===== src/rtl/e203_exu_wbck_arb.sv =====
// ---------------------------------------------------------------------------
// e203_exu_wbck_arb
//
// Write-side front end of the general-purpose register file. Single-cycle ALU
// results go straight to the regfile write port; long-pipe (LSU/MULDIV)
// results are buffered in a small in-order FIFO and drained through the same
// port. The FIFO normally has priority, but once the ALU has waited
// STARVE_MAX cycles it is granted for one cycle.
//
// Ports:
//   clk, rst                  clock and synchronous active-high reset
//   alu_wbck_i_*              ALU result handshake {valid, ready, wdat, rdidx}
//   longp_wbck_i_*            long-pipe result handshake {valid, ready, wdat, rdidx}
//   rf_wbck_o_*               regfile write port {ena, wdat, rdidx}
//   longp_pend_o              FIFO non-empty, used by dispatch for hazard stall
// ---------------------------------------------------------------------------
module e203_exu_wbck_arb #(
  parameter int XLEN        = 32,
  parameter int RFIDX_WIDTH = 5,
  parameter int LFIFO_DEPTH = 2,
  parameter int STARVE_MAX  = 4
) (
  input  logic                   clk,
  input  logic                   rst,

  input  logic                   alu_wbck_i_valid,
  output logic                   alu_wbck_i_ready,
  input  logic [XLEN-1:0]        alu_wbck_i_wdat,
  input  logic [RFIDX_WIDTH-1:0] alu_wbck_i_rdidx,

  input  logic                   longp_wbck_i_valid,
  output logic                   longp_wbck_i_ready,
  input  logic [XLEN-1:0]        longp_wbck_i_wdat,
  input  logic [RFIDX_WIDTH-1:0] longp_wbck_i_rdidx,

  output logic                   rf_wbck_o_ena,
  output logic [XLEN-1:0]        rf_wbck_o_wdat,
  output logic [RFIDX_WIDTH-1:0] rf_wbck_o_rdidx,

  output logic                   longp_pend_o
);

  localparam int PTR_W = $clog2(LFIFO_DEPTH);
  localparam int CNT_W = PTR_W + 1;
  localparam int STV_W = $clog2(STARVE_MAX + 1);

  localparam logic [CNT_W-1:0] DEPTH_C    = CNT_W'(LFIFO_DEPTH);
  localparam logic [CNT_W-1:0] CNT_ONE_C  = CNT_W'(1);
  localparam logic [CNT_W-1:0] CNT_ZERO_C = CNT_W'(0);
  localparam logic [PTR_W-1:0] PTR_ONE_C  = PTR_W'(1);
  localparam logic [PTR_W-1:0] PTR_ZERO_C = PTR_W'(0);
  localparam logic [STV_W-1:0] STV_MAX_C  = STV_W'(STARVE_MAX);
  localparam logic [STV_W-1:0] STV_ONE_C  = STV_W'(1);
  localparam logic [STV_W-1:0] STV_ZERO_C = STV_W'(0);
  localparam logic [RFIDX_WIDTH-1:0] IDX_X0_C = RFIDX_WIDTH'(0);

  // FIFO storage (data words are not reset; validity is tracked by cnt_q)
  logic [XLEN-1:0]        fifo_dat_q [LFIFO_DEPTH];
  logic [RFIDX_WIDTH-1:0] fifo_idx_q [LFIFO_DEPTH];

  logic [PTR_W-1:0] wptr_q, wptr_d;
  logic [PTR_W-1:0] rptr_q, rptr_d;
  logic [CNT_W-1:0] cnt_q, cnt_d;
  logic [STV_W-1:0] starve_q, starve_d;

  logic                   fifo_nempty_s;
  logic                   fifo_nfull_s;
  logic                   alu_starved_s;
  logic                   fifo_sel_s;
  logic                   enq_s;
  logic                   deq_s;
  logic [RFIDX_WIDTH-1:0] sel_idx_s;
  logic [XLEN-1:0]        sel_dat_s;

  // Grant selection and output mux
  always_comb begin
    fifo_nempty_s = (cnt_q != CNT_ZERO_C);
    fifo_nfull_s  = (cnt_q < DEPTH_C);
    // ALU wins only after it has been passed over STARVE_MAX times in a row
    alu_starved_s = alu_wbck_i_valid & (starve_q == STV_MAX_C);
    fifo_sel_s    = fifo_nempty_s & ~alu_starved_s;
    // Ready is based on the registered count only, never on a same-cycle dequeue
    enq_s         = longp_wbck_i_valid & fifo_nfull_s;
    deq_s         = fifo_sel_s;

    if (fifo_sel_s) begin
      sel_idx_s = fifo_idx_q[rptr_q];
      sel_dat_s = fifo_dat_q[rptr_q];
    end else begin
      sel_idx_s = alu_wbck_i_rdidx;
      sel_dat_s = alu_wbck_i_wdat;
    end

    alu_wbck_i_ready   = ~rst & ~fifo_sel_s;
    longp_wbck_i_ready = ~rst & fifo_nfull_s;
    // x0 writes still complete the handshake/dequeue but never reach the regfile
    rf_wbck_o_ena      = ~rst & (fifo_sel_s | alu_wbck_i_valid) & (sel_idx_s != IDX_X0_C);
    rf_wbck_o_wdat     = sel_dat_s;
    rf_wbck_o_rdidx    = sel_idx_s;
    longp_pend_o       = fifo_nempty_s;
  end

  // Next-state for pointers, occupancy count and starvation counter
  always_comb begin
    wptr_d   = wptr_q;
    rptr_d   = rptr_q;
    cnt_d    = cnt_q;
    starve_d = starve_q;

    if (enq_s) begin
      wptr_d = wptr_q + PTR_ONE_C;  // power-of-two depth: natural wrap
    end else begin
      wptr_d = wptr_q;
    end

    if (deq_s) begin
      rptr_d = rptr_q + PTR_ONE_C;
    end else begin
      rptr_d = rptr_q;
    end

    case ({enq_s, deq_s})
      2'b10:   cnt_d = cnt_q + CNT_ONE_C;
      2'b01:   cnt_d = cnt_q - CNT_ONE_C;
      default: cnt_d = cnt_q;
    endcase

    // Count only cycles where a valid ALU result was passed over for the FIFO
    if (alu_wbck_i_valid & fifo_sel_s) begin
      if (starve_q == STV_MAX_C) begin
        starve_d = starve_q;
      end else begin
        starve_d = starve_q + STV_ONE_C;
      end
    end else begin
      starve_d = STV_ZERO_C;
    end
  end

  // Control state registers with synchronous reset
  always_ff @(posedge clk) begin
    if (rst) begin
      wptr_q   <= PTR_ZERO_C;
      rptr_q   <= PTR_ZERO_C;
      cnt_q    <= CNT_ZERO_C;
      starve_q <= STV_ZERO_C;
    end else begin
      wptr_q   <= wptr_d;
      rptr_q   <= rptr_d;
      cnt_q    <= cnt_d;
      starve_q <= starve_d;
    end
  end

  // FIFO entry write on enqueue
  always_ff @(posedge clk) begin
    if (enq_s & ~rst) begin
      fifo_dat_q[wptr_q] <= longp_wbck_i_wdat;
      fifo_idx_q[wptr_q] <= longp_wbck_i_rdidx;
    end else begin
      fifo_dat_q[wptr_q] <= fifo_dat_q[wptr_q];
      fifo_idx_q[wptr_q] <= fifo_idx_q[wptr_q];
    end
  end

endmodule

===== config.mk =====
export PLATFORM = sky130hd
export DESIGN_NAME = e203_exu_wbck_arb
export DESIGN_NICKNAME = d
export VERILOG_FILES = /design/src/rtl/e203_exu_wbck_arb.sv
export SDC_FILE = /design/constraint.sdc
export NUM_CORES = 1
export LEC_CHECK = 0
export ABC_CLOCK_PERIOD_IN_PS = 6050
export CAP_MARGIN = 20
export CORE_MARGIN = 3
export CORE_UTILIZATION = 25
export CTS_CLUSTER_SIZE = 14
export DETAILED_ROUTE_END_ITERATION = 10
export GPL_TIMING_DRIVEN = 0
export SYNTH_ARGS = -nofsm -noshare
export SYNTH_HDL_FRONTEND = slang
export SYNTH_SLANG_ARGS = --single-unit

===== constraint.sdc =====
create_clock -name clk -period 6.05 [get_ports clk]
set_input_delay 0.9075 -clock clk [delete_from_list [all_inputs] [get_ports clk]]
set_output_delay 0.9075 -clock clk [all_outputs]
set_load 0.005 [all_outputs]

# Word-level counts from Yosys, hierarchy flattened
# Memories as Yosys holds them, arrays and structs flattened. A register that Yosys moved wholly into a read port is not among the register bits.
# Index checks and enable logic that the tools add are counted.
# word_totals
regBits	7
ramBits	74
in_bits	78
out_inout_bits	41
word_cells	49
n_memories	2
# classes
n_addsub	5
order_cmp	1
n_eq_ne	4
muxes	12
bitwise	16
reduce_logical	5
# memory_table
name	words	word_bits	rd	rd_ports_with_merged_regs	write_ports	line_no	rtl
fifo_dat_q	2	32	1	1	1	58	logic [XLEN-1:0] fifo_dat_q [LFIFO_DEPTH];
fifo_idx_q	2	5	1	1	1	59	logic [RFIDX_WIDTH-1:0] fifo_idx_q [LFIFO_DEPTH];
# op_table
operator	count
$mux W32	2
$mux W5	2
$and A1 B1 Y1	9
$mux W1	7
$reduce_bool A5 Y1	1
$not A1 Y1	4
$pmux W2 S2	1
$reduce_bool A2 Y1	2
$add A3 B1 Y3 const B	1
$eq A3 B3 Y1 const B	1
$or A1 B1 Y1	3
$add A1 B1 Y1 const B	2
$add A2 B1 Y2 const B	1
$eq A2 B1 Y1 const B	1
$eq A2 B2 Y1 const B	1
$lt A2 B2 Y1 const B	1
$reduce_and A2 Y1	1
$reduce_or A2 Y1	1
$sub A2 B1 Y2 const B	1
$ne A0 B0 Y1	1

# Depth between registers and ports, before layout
# logic_depth
ltp_word	7
mapped_depth	10
ltp_nobuf	9

# Worst setup path after synthesis
# OpenSTA, ideal clock, no wires.
# synth_path
kind	input -> register
start	in rst
end	mem fifo_dat_q[0][0], enable pin
setup_time_ns	0.537
t_arrival_ns	4.984
required_ns	5.513
slack_ns	0.528
cell_stages	2
n_path_buf	1
cell_sequence	clkbuf_1 > nor4b_1
# synth_via
elab_chain_len	5
elab_cells_between_ends	7
classes_between	mux (3); bitwise (3); reduce/logical (1)
# synth_lines
element	line_no	rtl
start: declaration	24	input logic rst,
$not A1 Y1 (*)	157	if (enq_s & ~rst) begin
$and A1 B1 Y1 (*)	157	
$mux W1 (on tied branches)	157, 161	
$mux W1 (implied by the code) or $reduce_and A2 Y1 (tied branches)	--	
$or A1 B1 Y1 (no line) (*)	--	
end: declaration	58	
# Every way passes the cells marked *; elsewhere a longest branch is shown, timed or not.

# Worst setup path after layout
# layout_path
start	in alu_wbck_i_valid
end	out rf_wbck_o_rdidx[1]
# layout_via
elab_chain_len	4
# layout_lines
element	line_no	rtl
start: declaration	26	input logic alu_wbck_i_valid,
$and A1 B1 Y1	80	alu_starved_s = alu_wbck_i_valid & (starve_q == STV_MAX_C);
$not A1 Y1	81	fifo_sel_s = fifo_nempty_s & ~alu_starved_s;
$and A1 B1 Y1	81	
$mux W5	86	if (fifo_sel_s) begin
end: declaration	38	output logic [RFIDX_WIDTH-1:0] rf_wbck_o_rdidx,
# Every way passes these cells.

==> results.cfg <==
[clock_tree]
cts_inserted_buffers = 9
tritoncts = built
cts_hold_repair.buffers = 0
postCtsSetupRepairBufs = 0
insertion_delay_ps = 340
clockRootBuffer = clkbuf_16
postCtsResizedCells = 0
clock_tree.buffer_depth = 2
ctsHtreeMaxLevel = 3
clkSlewWorstSetupHoldPaths_ps = 60
tritoncts_num_sinks = 82

[logic_synthesis]
syn_avg_cell_area_um2 = 13.8
synth-main-ff-cell = edfxtp_1
synth_top_cells_by_area = edfxtp_1 63%, mux2i_1 11%, o21ai_0 6.1%
synth_enable_flop_cells = 74
post_synth_inst_count = 254
share_of_synthesized_flip_flops_with_an_asynchronous_set_or_reset = 0
synth_top_area_frac = 0.632
warnings_from_yosys = 0
syn-num-nets = 335
synth_area_mm2 = 0.00352
yosys.cell_types.count = 32
synth_most_common_cell = edfxtp_1
synth_common_cells = 74 x edfxtp_1, 43 x o21ai_0, 38 x mux2i_1
yosys.area.top_type = edfxtp_1
synth-seq-cells = 82
yosysSeqAreaShare = 0.678

[power]
sequentialPowerShare = 0.334
total_power_mw = 2.10
power.density_mw_per_mm2 = 396
vdd.ir_drop.worst_mv = 0.128
power_frac_comb = 0.419
sw_frac_of_total = 0.312
p_int_mw = 1.44
total_leakage_power_nw = 1.79
netSwitchingPower_mw = 0.654
clock_power_share = 0.247

[worst_setup_path]
worstSetupPathType = input pin to output port
critical_path.reg2reg.endpoint = cnt_q[1]
startpoint_of_the_worst_register_to_register_path = cnt_q[1]
timing.critical_path.fanout_max = 10
startpoint_type = input pin
cp_data_arrival_time_ps = 2950
cp-startpoint = alu_wbck_i_valid
worstSetupEndpointType = output port
r2r_cell_count = 8
worstSetupEndpoint = rf_wbck_o_rdidx[1]
reg2reg_slack_ps = 4040
crit_required_ps = 5140

[floorplan]
initial_core_util = 0.260
row_count = 42
die_area_mm2 = 0.0155
dieHeight_um = 125
core_region_area_mm2 = 0.0135
die_x_um = 125
io-pin-count = 119

[detailed_routing]
drt_first_iter_violations = 106
drt_drc_violations_left = 0
vias = 2554
dr.pass1.iters = 4
antenna_violating_nets_post_route = 0
detail_route.wl_per_cell_um = 16.3
drt-total-wl_um = 9350
post_drt_via_cell_ratio = 4.46

[placement]
dpl-instance-area_mm2 = 0.00501
globalplace.congestion = 0.755
post-place-cells = 557
port_buffers = 118
hpwl_um = 6900

[global_routing]
grt_antenna_before_repair = 1
grt_pass1_wl_um = 14800
grt-ovfl-total = 0
grt_max_degree = 17
gr-usage-all-layers = 0.122
first_global_vias = 2743

[hold_path]
worst_hold_path_type = register to register

[finish]
instances_no_fill = 573
final_layout_size_suffix_gt1_frac = 0.108
nets = 473
layout.cell_area.non_filler_mm2 = 0.00530
antenna_cells_inserted = 0
syn_to_final_growth_pct = 50.6

[timing]
fin_skew_ps = 4.34
relSlewSlack = 0.652
report.final.setup_viol = 0
tns_ps = 0
layout_min_cycle_time_ps = 3860
timing_worst_slew_pin_value_ps = 520
slew_violations = 0
max_freq_mhz = 259
timing.final.hold_violations = 0
rsz_0062_raised_after_global_routing = false
final.period_utilization = 0.638

[outcome]
status = complete, no violations

[run]
timing.max_cap.violations = 0
kinds of logic after synthesis:
group / share of synthesized area
fa+ha+maj: 0.0107
flops: 0.678
buf+inv: 0.0335
compound gates: 0.123
xor+xnor: 0.00747
simple gates: 0.0399
mux: 0.108
worst min path at each step:
stage,start,endpoint,slack [ps],depth (start not counted)
global route,rptr_q,rptr_q,580,2
CTS,rptr_q,rptr_q,520,2
floorplan,rptr_q,register,480,2
detailed placement,rptr_q,rptr_q,510,2
finish,rptr_q,register,530,2
global placement,rptr_q,rptr_q,490,2
metal layers:
metal,vias up,routed length [um],track usage
li1,1253,-,-
met1,1203,3980,0.152
met2,84,4690,0.207
met3,12,570,0.0347
met4,2,100,0.0348
met5,-,7,0
critical path: stages:
cell and delay (ps):
clkdlybuf4s50_1 540, and3_1 240, buf_2 240, buf_2 260, o21ai_0 110, o21ai_1 110, clkdlybuf4s50_1 550
state kept, by name, indices dropped and copies added, names as in the netlist, named ones only:
register and flops:
cnt_q 2, fifo_dat_q 64, fifo_idx_q 10, rptr_q 1
starve_q 3, wptr_q 1
layout by cell type (no fill, tap or decap), types with 2 or more instances in the layout:
master | Yosys | routed
nor3b_1 | 3 | 2
dfxtp_1 | 8 | 8
xor2_1 | 2 | 2
nand2_1 | 2 | 2
inv_1 | 2 | 2
inv_2 | 2 | 2
clkbuf_1 | 5 | 5
edfxtp_1 | 74 | 74
and3_1 | 3 | 3
o21ai_0 | 43 | 43
or3_1 | 2 | 2
ha_1 | 3 | 3
a21oi_1 | 3 | 3
nor2_1 | 5 | 5
buf_2 | 4 | 4
buf_6 | 1 | 5
clkdlybuf4s50_1 | 0 | 118
o21ai_1 | 33 | 33
inv_6 | 0 | 3
clkbuf_16 | 0 | 9
buf_4 | 7 | 12
mux2i_1 | 38 | 38
stage by stage:
| step | utilization | hold slack (ps) | setup slack, ps |
|---|---|---|---|
| floorplan | - | 480 | 528 |
| global placement | 0.364 | 491 | -2690 |
| detailed placement | 0.371 | 508 | 2210 |
| CTS | 0.392 | 517 | 2180 |
| global route | 0.392 | 581 | 2030 |
| finish | 0.392 | 527 | 2190 |
final cells by class:
type	count	area, um2
Fill cell	1282	8210
Clock buffer	9	225
Multi-Input combinational cell	151	1030
Sequential cell	82	2380
Inverter	4	15.0
Buffer	17	103
Tap cell	176	220
Clock inverter	7	58.8
Timing Repair Buffer	127	1260
power by group through the flow:
| stage | Clock, mW | Sequential [mW] | Combinational (mW) |
|---|---|---|---|
| 6_report | 0.517 | 0.700 | 0.879 |
| 4_1_cts | 0.537 | 0.701 | 0.897 |
| 3_3_place_gp | 0 | 0.719 | 0.870 |
| 5_1_grt | 0.563 | 0.706 | 0.963 |
| 2_1_floorplan | 0 | 0.712 | 0.416 |
| 3_5_place_dp | 0 | 0.713 | 0.890 |
(Power assumes the default switching activity.)
==> variant: new RTL, same settings <==
Set the parameter `XLEN` to 48 (it was 32).
--- a/src/rtl/e203_exu_wbck_arb.sv
+++ b/src/rtl/e203_exu_wbck_arb.sv
@@ -16,5 +16,5 @@
 // ---------------------------------------------------------------------------
 module e203_exu_wbck_arb #(
-  parameter int XLEN        = 32,
+  parameter int XLEN        = 48,
   parameter int RFIDX_WIDTH = 5,
   parameter int LFIFO_DEPTH = 2,
Interface: changed (resized alu_wbck_i_wdat, longp_wbck_i_wdat and rf_wbck_o_wdat); port bits go from 119 to 167. No check against the original RTL was run, so the function may have changed too.
==> variant against the unedited design <==
Power is 51% higher; register-to-register slack got worse by 250 ps; largest power group unchanged; utilization increased by 0.81 points; synthesized area rose by 37%; sequential cell count increased by 32; via count grew 41%; global-route usage grew 0.55 points; first-iteration DRC count increased by 44%; critical endpoint is now rf_wbck_o_wdat[42]; worst setup slack got worse by 46 ps; design area is 42% higher; hold slack improved by 17 ps; routed wire length increased by 41%; critical path type unchanged.
==> variant: results (changes against the unedited design) <==
Parameter                              Value

Outcome
  Status    finished, final reports clean

Logic synthesis
  Avg Cell Area, Syn    14.1 sq um (+2.2%)
  Sequential-to-total area share from yosys stat    69.3% (+1.6 points)
  Post-synth ARST share    0% (unchanged)
  Cell types with the largest area share after synthesis    edfxtp_1, mux2i_1, o21ai_0
  Count of flip-flops with a built-in enable after synthesis    106 (+43%)
  Number of nets produced by synthesis    454 (+36%)
  Synthesized-area fraction occupied by ao, oa, aoi and oai cells    12.2% (-0.11 points)
  Synth Area in XOR/XNOR    0.545% (-0.20 points)
  Synthesis Warnings    0 (unchanged)
  Arithmetic-cell share of the synthesized area counting full adders, half adders and majority gates    0.778% (-0.29 points)
  Post-synth top cells    edfxtp_1, o21ai_0, mux2i_1
  Multiplexer share of the synthesized area    11.2% (+0.39 points)

Clock network
  Worst-case clock buffer depth    2 (unchanged)
  Level count of the clock H-tree    4 (+1)
  Post-CTS setup-driven buffer insertion count    0 (unchanged)
  Num CTS Buffers    17 (+8)
  Clk Latency, worst-skew pair    410 ps (+70 ps)

Place
  Number of I/O port buffers    166 (+41%)
  Final HPWL from detailed placement    9.68 mm (+40%)
  Post-placement cell count    776 (+39%)
  Placer Congestion    0.756 (+0.11%)

Pwr
  Switching part of the total power    28.6% (-2.6 points)
  Peak ir drop on the vdd network    191 uV (+49%)
  Leakage power figure    2.53 nW (+41%)

Cells and area
  Fraction of final layout cells sized beyond drive strength 1    9.51% (-1.3 points)
  Number of nets in the finished design    648 (+37%)
  Largest registers    fifo_dat_q x96, fifo_idx_q x10, starve_q x3
  Fillers    1758 (+37%)

STA
  Final Skew    5.67 ps (+1.32 ps)
  Worst Hold Slack    544 ps (+17.1 ps)
  Transition time of the tightest slew-check pin    869 ps (+349 ps)

Routing
  Post-detailed-route wirelength per cell    16.3 um (-0.20%)
  Wirelength, routed    13.1 mm (+41%)
  Number of DRC markers after the initial detailed-route iteration    153 (+44%)
  Detailed-route via count    3592 (+41%)

Min path
  Type of the most critical hold path    reg -> reg

Global route
  GRT Total Usage    12.8% (+0.55 points)
  Initial antenna violation count    2 (+1)
  Number of global-route vias before repair    3804 (+39%)
  First-pass GRT wire length    20.2 mm (+36%)

Worst setup path
  Arrival time of data at the critical path endpoint    3000 ps (+50 ps)
  Minimum setup slack among reg-to-reg paths    3790 ps (-250 ps)
  Worst reg2reg endpoint    fifo_dat_q[1][15]
  Depth of the most critical reg-to-reg path    5 (-3)
-- variant: cell types whose count changed after synthesis, sizes merged --
cell | before | now
mux2i | 38 | 54
buf | 12 | 5
edfxtp | 74 | 106
clkbuf | 5 | 19
o21ai | 76 | 108
-- variant: worst max-delay path by stage --
stage	end	depth (start not counted)	start
6_report	rf_wbck_o_wdat[42]	7	alu_wbck_i_valid
5_1_grt	rf_wbck_o_wdat[42]	7	alu_wbck_i_valid
4_1_cts	rf_wbck_o_wdat[42]	7	alu_wbck_i_valid
3_5_place_dp	rf_wbck_o_wdat[42]	7	alu_wbck_i_valid
3_3_place_gp	fifo_dat_q[1][4]	3	rst
2_1_floorplan	fifo_dat_q[1][0]	2	rst
-- variant: worst max-delay path, stage by stage --
cell and delay [ps]:
clkdlybuf4s50_1 530, and3_1 170, buf_4 190, clkbuf_1 390, o21ai_0 160, o21ai_0 110, clkdlybuf4s50_1 540
-- variant: through the flow --
step                worst slack, ps  cell area [sq um]  utilization [%]  setup TNS, ps  total power, mW
global placement              -2600               6820             36.2        -183670             2.15
finish                         2140               7540             40.0              0             3.16
global route                   1970               7540             40.0              0             3.36
CTS                            2110               7540             40.0              0             3.21
floorplan                       466               4830                -              0             1.51
detailed placement             2130               6940             36.8              0             2.18
-- variant: area by class of cell --
type | instances | share of cell area [%]
flip-flops and latches | 114 | 44.4
repair buffers | 175 | 23.5
multi-input cells | 199 | 18.0
clock buffers | 19 | 5.74
well taps | 260 | 4.32
clock inverters | 12 | 2.19
plain buffers | 24 | 1.73
inverters | 4 | 0.199
-- variant: power groups by stage --
stage	Clock [mW]	Sequential (mW)	Combinational, mW
CTS	1.04	0.970	1.20
floorplan	0	0.984	0.523
detailed placement	0	0.985	1.19
global route	1.09	0.975	1.29
global placement	0	0.993	1.16
finish	1.02	0.969	1.18
-- variant: cells by family after synthesis --
kind of cell               Yosys count
AOI/OAI and AO/OA                  115
DFF                                114
muxes                               54
buffers and inverters               28
and+or+nand+nor                     24
xor gates and xnor gates             3
adders and majority gates            3
-- variant: metal layers --
metal / vias up / wire, um / GRT usage [%] / part of all wire, %
met1: 1744 / 5620 / 16.0 / 43
met4: 4 / 125 / 3.68 / 0.95
met2: 120 / 6480 / 20.8 / 49
li1: 1706 / - / - / -
met3: 18 / 885 / 4.70 / 6.7
met5: - / 27 / 0 / 0.21
